**src/rtl/id_ex_pkg.sv**
```systemverilog
// Shared definitions for the decode->execute pipeline register.
// Control-bundle bit positions, default widths, NOP bubble value, skid state encoding.
package id_ex_pkg;

    localparam int PC_W_DEF   = 32;
    localparam int DATA_W_DEF = 32;
    localparam int REG_AW_DEF = 5;
    localparam int CTRL_W_DEF = 8;

    localparam int CTRL_MEMRD     = 0;
    localparam int CTRL_MEMWR     = 1;
    localparam int CTRL_REGWR     = 2;
    localparam int CTRL_ALUSRC    = 3;
    localparam int CTRL_ALUOP_LSB = 4;
    localparam int CTRL_ALUOP_W   = 4;

    localparam logic [CTRL_W_DEF-1:0] NOP_CTRL = '0;

    localparam logic [1:0] ST_EMPTY_ENC = 2'd0;
    localparam logic [1:0] ST_FULL_ENC  = 2'd1;
    localparam logic [1:0] ST_SKID_ENC  = 2'd2;

    typedef enum logic [1:0] {
        ST_EMPTY = ST_EMPTY_ENC,
        ST_FULL  = ST_FULL_ENC,
        ST_SKID  = ST_SKID_ENC
    } skid_state_e;

endpackage

```
**src/rtl/pipe_skid_buf.sv**
```systemverilog
// Generic 2-entry skid buffer on a packed payload with flush.
// Ports: clk, rst, flush, in_valid/in_ready/in_data, out_valid/out_ready/out_data.
module pipe_skid_buf
    import id_ex_pkg::*;
#(
    parameter int W = 8
) (
    input  logic         clk,
    input  logic         rst,
    input  logic         flush,
    input  logic         in_valid,
    output logic         in_ready,
    input  logic [W-1:0] in_data,
    output logic         out_valid,
    input  logic         out_ready,
    output logic [W-1:0] out_data
);

    skid_state_e  state;
    logic [W-1:0] main_q;
    logic [W-1:0] skid_q;
    logic         accept;
    logic         consume;

    // Ready is a pure decode of state: no path from out_ready.
    assign in_ready  = (state != ST_SKID);
    assign out_valid = (state != ST_EMPTY);
    assign out_data  = main_q;
    assign accept    = in_valid & in_ready;
    assign consume   = out_valid & out_ready;

    always_ff @(posedge clk) begin
        if (rst) begin
            state  <= ST_EMPTY;
            main_q <= '0;
            skid_q <= '0;
        end else if (flush) begin
            state <= ST_EMPTY;
        end else begin
            unique case (state)
                ST_EMPTY: begin
                    if (accept) begin
                        main_q <= in_data;
                        state  <= ST_FULL;
                    end
                end
                ST_FULL: begin
                    if (accept && consume) begin
                        main_q <= in_data;
                    end else if (accept) begin
                        skid_q <= in_data;
                        state  <= ST_SKID;
                    end else if (consume) begin
                        state <= ST_EMPTY;
                    end
                end
                ST_SKID: begin
                    // Skid entry is older than anything still upstream.
                    if (consume) begin
                        main_q <= skid_q;
                        state  <= ST_FULL;
                    end
                end
                default: state <= ST_EMPTY;
            endcase
        end
    end

endmodule

```
**src/rtl/id_ex_stage_reg.sv**
```systemverilog
// Decode->execute pipeline register: skid-buffered handshake, flush, NOP bubble.
// Ports: clk, rst, flush, in_* (decode side), out_* (execute side), hazard_stall.
// Build option: LOAD_USE_STALL_EN enables load-use stall against the held entry.
module id_ex_stage_reg
    import id_ex_pkg::*;
#(
    parameter int PC_W      = PC_W_DEF,
    parameter int DATA_W    = DATA_W_DEF,
    parameter int REG_AW    = REG_AW_DEF,
    parameter int CTRL_W    = CTRL_W_DEF,
    parameter int MEMRD_BIT = CTRL_MEMRD
) (
    input  logic              clk,
    input  logic              rst,
    input  logic              flush,
    input  logic              in_valid,
    output logic              in_ready,
    input  logic [PC_W-1:0]   in_pc,
    input  logic [DATA_W-1:0] in_data_a,
    input  logic [DATA_W-1:0] in_data_b,
    input  logic [DATA_W-1:0] in_imm,
    input  logic [REG_AW-1:0] in_rs,
    input  logic [REG_AW-1:0] in_rt,
    input  logic [REG_AW-1:0] in_rd,
    input  logic [CTRL_W-1:0] in_ctrl,
    output logic              out_valid,
    input  logic              out_ready,
    output logic [PC_W-1:0]   out_pc,
    output logic [DATA_W-1:0] out_data_a,
    output logic [DATA_W-1:0] out_data_b,
    output logic [DATA_W-1:0] out_imm,
    output logic [REG_AW-1:0] out_rs,
    output logic [REG_AW-1:0] out_rt,
    output logic [REG_AW-1:0] out_rd,
    output logic [CTRL_W-1:0] out_ctrl,
    output logic              hazard_stall
);

    localparam int W = PC_W + 3 * DATA_W + 3 * REG_AW + CTRL_W;

    logic [W-1:0]      pay_in;
    logic [W-1:0]      pay_out;
    logic [CTRL_W-1:0] ctrl_q;
    logic              buf_in_valid;
    logic              buf_in_ready;
    logic              load_in_main;
    logic              hazard;

    assign pay_in = {in_pc, in_data_a, in_data_b, in_imm,
                     in_rs, in_rt, in_rd, in_ctrl};

    assign {out_pc, out_data_a, out_data_b, out_imm,
            out_rs, out_rt, out_rd, ctrl_q} = pay_out;

    assign load_in_main = out_valid & ctrl_q[MEMRD_BIT]
                        & (out_rd != '0);

`ifdef LOAD_USE_STALL_EN
    assign hazard = load_in_main & in_valid
                  & ((in_rs == out_rd) | (in_rt == out_rd));
`else
    logic unused_load_in_main;
    assign unused_load_in_main = load_in_main;
    assign hazard = 1'b0;
`endif

    assign hazard_stall = hazard;
    assign buf_in_valid = in_valid & ~hazard;
    assign in_ready     = buf_in_ready & ~hazard;

    // Invalid slots leave the stage as a NOP so execute sees no side effects.
    assign out_ctrl = out_valid ? ctrl_q : CTRL_W'(NOP_CTRL);

    pipe_skid_buf #(
        .W (W)
    ) u_skid (
        .clk       (clk),
        .rst       (rst),
        .flush     (flush),
        .in_valid  (buf_in_valid),
        .in_ready  (buf_in_ready),
        .in_data   (pay_in),
        .out_valid (out_valid),
        .out_ready (out_ready),
        .out_data  (pay_out)
    );

endmodule

```
**config.mk**
```make
export PLATFORM = sky130hd
export DESIGN_NAME = id_ex_stage_reg
export DESIGN_NICKNAME = d
export VERILOG_FILES = /design/src/rtl/id_ex_pkg.sv /design/src/rtl/pipe_skid_buf.sv /design/src/rtl/id_ex_stage_reg.sv
export SDC_FILE = /design/constraint.sdc
export NUM_CORES = 1
export LEC_CHECK = 0
export ABC_AREA = 1
export CAP_MARGIN = 20
export CORE_MARGIN = 5
export CORE_UTILIZATION = 44
export CTS_CLUSTER_SIZE = 25
export DETAILED_ROUTE_END_ITERATION = 16
export GPL_ROUTABILITY_DRIVEN = 0
export PLACE_DENSITY = 0.76
export SYNTH_ARGS = -nofsm -noshare
export SYNTH_HDL_FRONTEND = slang
export SYNTH_SLANG_ARGS = --single-unit
```
**constraint.sdc**
```tcl
create_clock -name clk -period 2.3 [get_ports clk]
set_input_delay 0.69 -clock clk [delete_from_list [all_inputs] [get_ports clk]]
set_output_delay 0.69 -clock clk [all_outputs]
set_load 0.005 [all_outputs]
```
==> results.sh <==
export IMPL_routed_wl_met2_mm=18.8
export IMPL_portBuffers=308
export IMPL_hold_viol=0
export IMPL_highest_layer="met4"
export IMPL_critPathRequiredTime_ps=1610
export IMPL_synth_area_mm2=0.0149
export IMPL_synth_area_top_cells="dfxtp_1 (41%), nand2_1 (15%), nor2_1 (12%)"
export IMPL_avgSynthCellArea_um2=6.44
export IMPL_cts_tree="yes"
export IMPL_totalWireLength_mm=40.9
export IMPL_cts_root_buf="clkbuf_16"
export IMPL_drt_iter0_drc=845
export IMPL_drt_pass1_iter_count=5
export IMPL_setup_viol=0
export IMPL_cts_made_buffers=34
export IMPL_drive_above_1_share=0.0563
export IMPL_syn_to_final_growth_pct=26.4
export IMPL_synth_seq_cells=304
export IMPL_grt_usage=0.210
export IMPL_nNetsFinal=2583
export IMPL_max_vdd_ir_drop_v=0.000513
export IMPL_cap_viol_max_count=0
export IMPL_worstPathArrival_ps=1560
export IMPL_cts_max_path_buffers=3
export IMPL_ant_nets=0
export IMPL_drc=0
export IMPL_dpl_instance_area_mm2=0.0177
export IMPL_drv_slew=0
export IMPL_ys_seq_area_frac=0.407
export IMPL_timing_slew_headroom=0.393
export IMPL_viasPerCell=4.84
export IMPL_wl_per_cell_um=14.1
export IMPL_finalInstanceArea_mm2=0.0189
export IMPL_path_clk_slew_ps=60
export IMPL_yosys_area_top_type="dfxtp_1"
export IMPL_cp_max_fo=6
export IMPL_endpoint_kind="primary output"
export IMPL_crit_type="reg -> out"
export IMPL_fin_total_pwr_mw=13.0
export IMPL_min_path_type="reg -> reg"
export IMPL_grt_pass1_wl_mm=67.7
export IMPL_status="completed"
export IMPL_initial_utilization=0.446
export IMPL_fin_worst_skew_ps=13.5
export IMPL_dp_hpwl_mm=27.0
export IMPL_vias=14000
export IMPL_grt_max_degree=155
export IMPL_clock_sinks=304
export IMPL_syn_nets=2475
export IMPL_cp_start_kind="flop"
export IMPL_post_route_min_period_ps=2250
export IMPL_die_h_um=194
export IMPL_antenna_found_initial=2
export IMPL_regArea_mm2=0.00609
export IMPL_p_per_area_mw_per_mm2=691
export IMPL_met3_length_mm=3.01
export IMPL_grt_pass1_vias=13400
export IMPL_die_area_mm2=0.0378
export IMPL_fmax_ghz=0.444
export IMPL_p_leak_nw=8.55
export IMPL_rows=67
export IMPL_clk_insertion_delay_late_ps=500
export IMPL_synth_cells=2319
export IMPL_htreeDepth=2
export IMPL_num_io_pins=310
export IMPL_gr_total_overflow=0
export IMPL_met1_length_mm=17.8
export IMPL_worst_slew_pin_slew_ps=911
export IMPL_fin_crit_sh=0.979
export IMPL_synth_cell_type_count=19
export IMPL_setup_tns_ps=0
export IMPL_die_x_um=194
export IMPL_yosysWarnings=0
export IMPL_multiInputGateArea_mm2=0.00642
export IMPL_synth_top_area_frac=0.407
export IMPL_nFillCells=3148
export IMPL_core_area_mm2=0.0335
## synthesized netlist by cell type
master and n:
nand2_1 609, nor2_1 463, dfxtp_1 304, inv_1 163, nand3_1 155, a21oi_1 152
o21ai_0 152, buf_4 149, buf_2 98, clkbuf_1 53, buf_1 10, inv_2 3
nor2_4 2, clkinv_1 1, conb_1 1, nand4_1 1, nand4_2 1, o211ai_2 1
o21bai_1 1
## metrics by stage
step	hold slack (ps)	util	cells	setup slack (ps)
after floorplan	452	-	2319	639
after CTS	481	0.563	2898	3.00
after global routing	500	0.563	2900	-21.0
after global placement	460	0.529	2836	-61.4
final	476	0.563	2901	48.4
after detailed placement	467	0.529	2836	-106
## path summary, 6_finish.rpt
path                             from                  end  slack, ps  depth (start not counted)
hold / removal    u_skid.out_data[83]  u_skid.out_data[83]        480                          2
setup / recovery      u_skid.state[1]          out_ctrl[2]         50                          5
setup reg to reg      u_skid.state[0]  u_skid.out_data[19]        330                         10
hold reg to reg   u_skid.out_data[83]  u_skid.out_data[83]        480                          2
## power breakdown
part           switching [mW]  internal [mW]  total (mW)
registers               0.158           5.52        5.68
clock network            2.12           3.32        5.44
logic                   0.885           1.04        1.93
## repair_timing
item,4_1_cts,5_1_grt
hold buffers,0,0
gates resized for setup,14,6
setup endpoints to repair,10,5
buffers inserted,3,0
## layout make-up
type                            count  share of cell area
Inverter                          167              0.0337
Clock buffer                       53              0.0548
Timing Repair Buffer              382               0.215
Sequential cell                   304               0.322
Antenna cell                        3            0.000397
Clock inverter                      6             0.00450
Multi-Input combinational cell   1538               0.340
Tap cell                          448              0.0297
## cell families after synthesis
| family | Yosys count | share of synthesized area |
|---|---|---|
| AND/OR/NAND/NOR | 1231 | 0.324 |
| AO/OA/AOI/OAI | 306 | 0.103 |
| other | 1 | 0.000251 |
| buffers and inverters | 477 | 0.165 |
| flip-flops | 304 | 0.407 |
## worst max-delay path, cell delays in order (launching register included)
cell and delay (ps):
dfxtp_2 330, nor2_2 120, buf_6 150, buf_4 140, nor2_1 40, dlygate4sd2_1 280
## flip-flops by register name, indices dropped and copies added (netlist names)
register / cells
u_skid.out_data: 151
u_skid.skid_q: 151
u_skid.state: 2
## routing by layer
metal | vias to the layer above | track usage
li1 | 7254 | -
met1 | 6277 | 0.273
met2 | 424 | 0.340
met3 | 73 | 0.0535
met4 | 0 | 0.0740
met5 | - | 0
## layout by cell type, fill, tap and decap left out, types with 2 or more instances in the layout
cell type and count:
clkdlybuf4s50_1 298, nand2_1 608, a21oi_1 152, clkbuf_8 5
inv_2 3, dlygate4sd2_1 7, o21ai_0 152, nor2_1 460
dfxtp_1 302, inv_1 162, clkinvlp_4 2, buf_12 34
nor2_2 3, clkbuf_16 37, nor2_4 2, dfxtp_2 2
clkinv_2 2, bufinv_16 2, clkbuf_1 11, nand3_1 155
buf_4 39, diode_2 3
(Power assumes the default switching activity.)
